[config.mk]
export PLATFORM = sky130hd
export DESIGN_NAME = rr_mux_sel_arbiter
export DESIGN_NICKNAME = d
export VERILOG_FILES = /design/src/rtl/rr_mux_sel_arbiter.sv
export SDC_FILE = /design/constraint.sdc
export NUM_CORES = 1
export LEC_CHECK = 0
export BUFFER_PORTS_ARGS = -buffer_cell sky130_fd_sc_hd__buf_2
export CAP_MARGIN = 20
export CORE_AREA = 3 3 43 45
export CTS_CLUSTER_DIAMETER = 40
export DETAILED_ROUTE_END_ITERATION = 10
export DIE_AREA = 0 0 46 48
export GPL_ROUTABILITY_DRIVEN = 0
export PLACE_DENSITY = 0.82
export SLEW_MARGIN = 25
export SYNTH_ARGS = -nofsm -noshare
export SYNTH_HDL_FRONTEND = slang
export SYNTH_SLANG_ARGS = --single-unit
[constraint.sdc]
create_clock -name clk -period 4.55 [get_ports clk]
set_clock_uncertainty 0.2 [all_clocks]
set_input_delay 0.455 -clock clk [delete_from_list [all_inputs] [get_ports clk]]
set_output_delay 0.455 -clock clk [all_outputs]
set_load 0.005 [all_outputs]
[src/rtl/rr_mux_sel_arbiter.sv]
// Purpose: 4-channel round-robin arbiter driving a 4:1 mux select, with a registered valid/ready output stage.
// Latency: request sampled at edge k gives out_valid/sel/gnt/out_data right after edge k (1 cycle).
// Backpressure: while out_ready=0 the grant, select and captured data are held; transfers re-arbitrate with no bubble.
//
// Ports:
//   clk, rst          rising-edge clock, synchronous active-high reset
//   req[3:0]          per-channel request (a=0, b=1, c=2, d=3)
//   a, b, c, d        channel data, DW bits each
//   out_ready         downstream accepts out_data this cycle
//   sel[1:0]          current grant index (mux select)
//   gnt[3:0]          one-hot grant, zero when idle
//   out_valid         out_data holds a granted sample
//   out_data[DW-1:0]  captured data of the granted channel
//   ack[3:0]          one-cycle pulse when a channel's transfer completes
//   grant_cnt         per-channel saturating transfer counters, present only with RR_ARB_STATS_EN
//
// Optional feature macro: RR_ARB_STATS_EN
module rr_mux_sel_arbiter #(
  parameter int DW    = 1,
  parameter int CNT_W = 8
) (
  input  logic                 clk,
  input  logic                 rst,
  input  logic [3:0]           req,
  input  logic [DW-1:0]        a,
  input  logic [DW-1:0]        b,
  input  logic [DW-1:0]        c,
  input  logic [DW-1:0]        d,
  input  logic                 out_ready,
  output logic [1:0]           sel,
  output logic [3:0]           gnt,
  output logic                 out_valid,
  output logic [DW-1:0]        out_data,
  output logic [3:0]           ack
`ifdef RR_ARB_STATS_EN
  ,
  output logic [4*CNT_W-1:0]   grant_cnt
`endif
);

  typedef enum logic {IDLE, HOLD} state_t;

  state_t        state, state_nx;
  logic [1:0]    ptr, ptr_nx;
  logic [1:0]    sel_nx;
  logic [3:0]    gnt_nx;
  logic          vld_nx;
  logic [DW-1:0] data_nx;
  logic [3:0]    ack_nx;

  logic [1:0]    scan_base;
  logic [1:0]    idx;
  logic [1:0]    win;
  logic          win_vld;
  logic [DW-1:0] win_data;
  logic          load;

  // On a transfer the pointer moves past the served channel in the same
  // cycle, so the just-served channel is scanned last.
  always_comb begin
    scan_base = ptr;
    if (state == HOLD && out_ready) begin
      scan_base = sel + 2'd1;
    end
    win_vld = 1'b0;
    win     = scan_base;
    idx     = scan_base;
    // Walk from the farthest offset to the nearest so the nearest set bit wins.
    for (int k = 3; k >= 0; k--) begin
      idx = scan_base + 2'(k);
      if (req[idx]) begin
        win_vld = 1'b1;
        win     = idx;
      end
    end
  end

  always_comb begin
    win_data = a;
    case (win)
      2'd0:    win_data = a;
      2'd1:    win_data = b;
      2'd2:    win_data = c;
      default: win_data = d;
    endcase
  end

  // Next-state and output-register values.
  always_comb begin
    state_nx = state;
    ptr_nx   = ptr;
    sel_nx   = sel;
    gnt_nx   = gnt;
    vld_nx   = out_valid;
    data_nx  = out_data;
    ack_nx   = 4'b0000;
    load     = 1'b0;

    case (state)
      IDLE: begin
        if (win_vld) begin
          load = 1'b1;
        end
      end
      HOLD: begin
        // Without out_ready everything is frozen; req and data are ignored.
        if (out_ready) begin
          ack_nx = gnt;
          ptr_nx = sel + 2'd1;
          if (win_vld) begin
            load = 1'b1;
          end else begin
            state_nx = IDLE;
            vld_nx   = 1'b0;
            gnt_nx   = 4'b0000;
          end
        end
      end
      default: begin
        state_nx = IDLE;
      end
    endcase

    if (load) begin
      state_nx = HOLD;
      sel_nx   = win;
      gnt_nx   = 4'b0001 << win;
      vld_nx   = 1'b1;
      data_nx  = win_data;
    end
  end

  always_ff @(posedge clk) begin
    if (rst) begin
      state     <= IDLE;
      ptr       <= 2'd0;
      sel       <= 2'd0;
      gnt       <= 4'b0000;
      out_valid <= 1'b0;
      out_data  <= '0;
      ack       <= 4'b0000;
    end else begin
      state     <= state_nx;
      ptr       <= ptr_nx;
      sel       <= sel_nx;
      gnt       <= gnt_nx;
      out_valid <= vld_nx;
      out_data  <= data_nx;
      ack       <= ack_nx;
    end
  end

`ifdef RR_ARB_STATS_EN
  // Counters advance on the transfer edge, i.e. together with the ack pulse.
  for (genvar i = 0; i < 4; i++) begin : g_cnt
    always_ff @(posedge clk) begin
      if (rst) begin
        grant_cnt[i*CNT_W +: CNT_W] <= '0;
      end else if (ack_nx[i] && (grant_cnt[i*CNT_W +: CNT_W] != {CNT_W{1'b1}})) begin
        grant_cnt[i*CNT_W +: CNT_W] <= grant_cnt[i*CNT_W +: CNT_W] + 1'b1;
      end
    end
  end
`else
  // CNT_W only sizes the stats counters; nothing to build here.
  if (CNT_W < 1) begin : g_no_stats
  end
`endif

endmodule

==> results.toml <==
[status]
status = "finished, final reports clean"

[worst_setup_path]
endpoint_required_time_on_the_critical_path_ns = 4.54
cell_chain_of_the_critical_path = "nand2_1 -> mux2i_1 -> a221o_1 -> a31oi_4 -> mux2i_1 -> a221oi_2"
path_common_cell = "mux2i_1"
crit_path_max_fanout = 11
standard_cell_with_the_maximum_stage_delay_on_the_critical_path = "dfxtp_1"
critical_path.endpoint_type = "flip-flop"
timing_worst_setup_path_type = "flip-flop to flip-flop"
critPathBufInv = 0
setup.worst_path.start_class = "flip-flop"
worst_path_dominant_cell_family = "compound AO/OA/AOI/OAI gates"
data_arrival_time_of_the_critical_path_ns = 2.25
worst_path_largest_cell_delay_ns = 0.45

[power]
power.share.clock_pct = 24.9
power_frac_comb_pct = 24.0
power.net_switching_w = 0.0000846
sw_frac_of_total_pct = 28.9
p_total_w = 0.000293
seq_power_share_pct = 51.1
power.density_cell_area_nw_per_um2 = 335
ir_worst_vdd_mv = 0.303
total_leakage_power_nw = 0.394
internal_power_of_the_cells_w = 0.000208

[global_routing]
grt.total_usage_pct = 15.5
grt_pass1_wl_microns = 2490
grt_max_degree = 16
grt_pass1_vias = 580
initial_antenna_violation_count = 0
globalRoute.totalOverflow = 0

[clocking]
cts.clk_slew.worst_paths_ns = 0.08
insertion_delay_ns = 0.28
hold_buffers = 0
cts_made_buffers = 3
cts.sinks = 15
cts.root.buffer_cell = "clkbuf_4"
post_cts_resized = 0
cts.repair_timing.setup_buffer_count = 0
cts_tree = "built"
htree_num_levels = 1
ctsLongestPathBuffers = 2

[yosys]
synth-seq-area-share_pct = 41.0
yosys_warnings = 0
synth-main-ff-cell = "dfxtp_1"
synthesis.nets = 89
syn_avg_cell_area_sq_um = 9.40
netlist-cell-type-count = 33
netlist_instances = 78
ys_async_sr_fraction_pct = 0
syn_area_sq_um = 733
ys_seq_elements = 15
synth-edff-count = 0

[floorplanning]
design.portCount = 23
initial_core_util_pct = 48.7
die_width_microns = 46
fp.dieH_microns = 48
placement_rows = 14
design.core.area_sq_um = 1510
full_die_area_sq_um = 2210

[sta]
final.period_utilization_pct = 49.6
final.min_clock_period_ns = 2.26
final_critical_path_setup_slack_ns = 2.29
timing.final.setup_violations = 0
fmax_mhz = 443
tightestPinTransition_ns = 0.473
slew_viol_final = 0
fin_setup_tns_ns = 0
timing.final.hold_violations = 0
grt_setup_unrepaired = "no"
slew_headroom_pct = 68.1

[worst_hold_path]
min-delay-path-class = "flip-flop to flip-flop"

[finish]
layout.cell_area.non_filler_sq_um = 873
nNetsFinal = 112
fillerInstances = 134
ff_latch_area_sq_um = 300
layout-drive-gt1-share_pct = 29.0
multi_input_comb_area_sq_um = 409
area_growth_syn_to_layout_pct = 19.1
antenna_cells_inserted = 0
utilization_pct = 58.0

[place]
placed_area_sq_um = 847
port_buf_inserts = 22
detailedPlace.worstSlack_ns = 2.19
dp_hpwl_microns = 1220

[detailed_routing]
drt-total-wl_microns = 1580
detail-route-antenna-nets = 0
route.detailed.vias_per_inst = 5.69
dr.pass1.iters = 4
vias = 660
first_iter_violations = 18
drcViolationCount = 0
post_drt_wl_per_cell_microns = 13.6

[flow_run]
drv.max_cap_violation_count = 0
## cell usage after synthesis, types with 2 or more instances
cell type  count  area (sq um)
nor2_1        12          45.0
inv_1          2          7.51
clkbuf_1       3          11.3
mux2i_1        4          40.0
a22oi_1        4          30.0
and2_1         2          12.5
nor3b_1        5          37.5
nand2_1        3          11.3
a31oi_1        3          18.8
nor3_1         2          10.0
o21a_1         2          15.0
dfxtp_1       15           300
## cells in the final DEF, fill, tap and decap left out, drive strengths merged, types with 2 or more instances in the layout
cell     n
a31o     2
clkbuf   4
inv      2
nand2    3
o21ai    2
dfxtp   15
a22oi    4
and2     2
nor2    12
nor3b    6
mux2i    4
o21a     2
buf     22
nor3     2
a31oi    4
## registers in the layout (all words and copies together) (netlist names)
name / cells
state: 1
out_data: 1
gnt: 4
ack: 4
out_valid: 1
ptr: 2
sel: 2
## routing by layer
layer | GRT usage [%] | up-vias | part of all wire, %
met2 | 25.3 | 22 | 52
met3 | 6.39 | 2 | 6.0
met5 | 0 | - | 0
met4 | 2.84 | 0 | 1.0
li1 | - | 336 | -
met1 | 19.2 | 300 | 41
## path summary, 6_finish.rpt
kind | depth (start not counted) | from | end | slack [ns]
worst max-delay path | 6 | state | out_data | 2.29
worst min-delay path | 1 | gnt[1] | ack[1] | 0.30
worst max register to register | 6 | state | out_data | 2.29
worst min register to register | 1 | gnt[1] | ack[1] | 0.30
## metrics by stage
| stage | hold slack (ns) | cells |
|---|---|---|
| floorplan | 0.283 | 78 |
| global placement | 0.284 | 112 |
| detailed placement | 0.289 | 112 |
| CTS | 0.300 | 116 |
| global route | 0.315 | 116 |
| finish | 0.300 | 116 |
## area by class of cell
class	instances	area share, %
Multi-Input combinational cell	57	46.8
Timing Repair Buffer	22	12.6
Tap cell	16	2.29
Clock buffer	4	3.01
Inverter	2	0.860
Sequential cell	15	34.4
## cell families after synthesis
kind of cell / after synthesis / synth area share, %
muxes: 4 / 5.46
DFF: 15 / 41.0
xor gates and xnor gates: 1 / 1.19
buffers and inverters: 6 / 3.24
and+or+nand+nor: 31 / 24.2
AOI/OAI and AO/OA: 21 / 24.9
## power by group through the flow
| stage | registers (W) | clock network, W | logic, W |
|---|---|---|---|
| 2_1_floorplan | 0.000152 | 0 | 0.0000483 |
| 3_3_place_gp | 0.000152 | 0 | 0.0000686 |
| 3_5_place_dp | 0.000152 | 0 | 0.0000699 |
| 4_1_cts | 0.000149 | 0.0000751 | 0.0000705 |
| 5_1_grt | 0.000151 | 0.0000821 | 0.0000781 |
| 6_report | 0.000150 | 0.0000729 | 0.0000702 |
No activity file was read; power rests on OpenSTA's default activity.
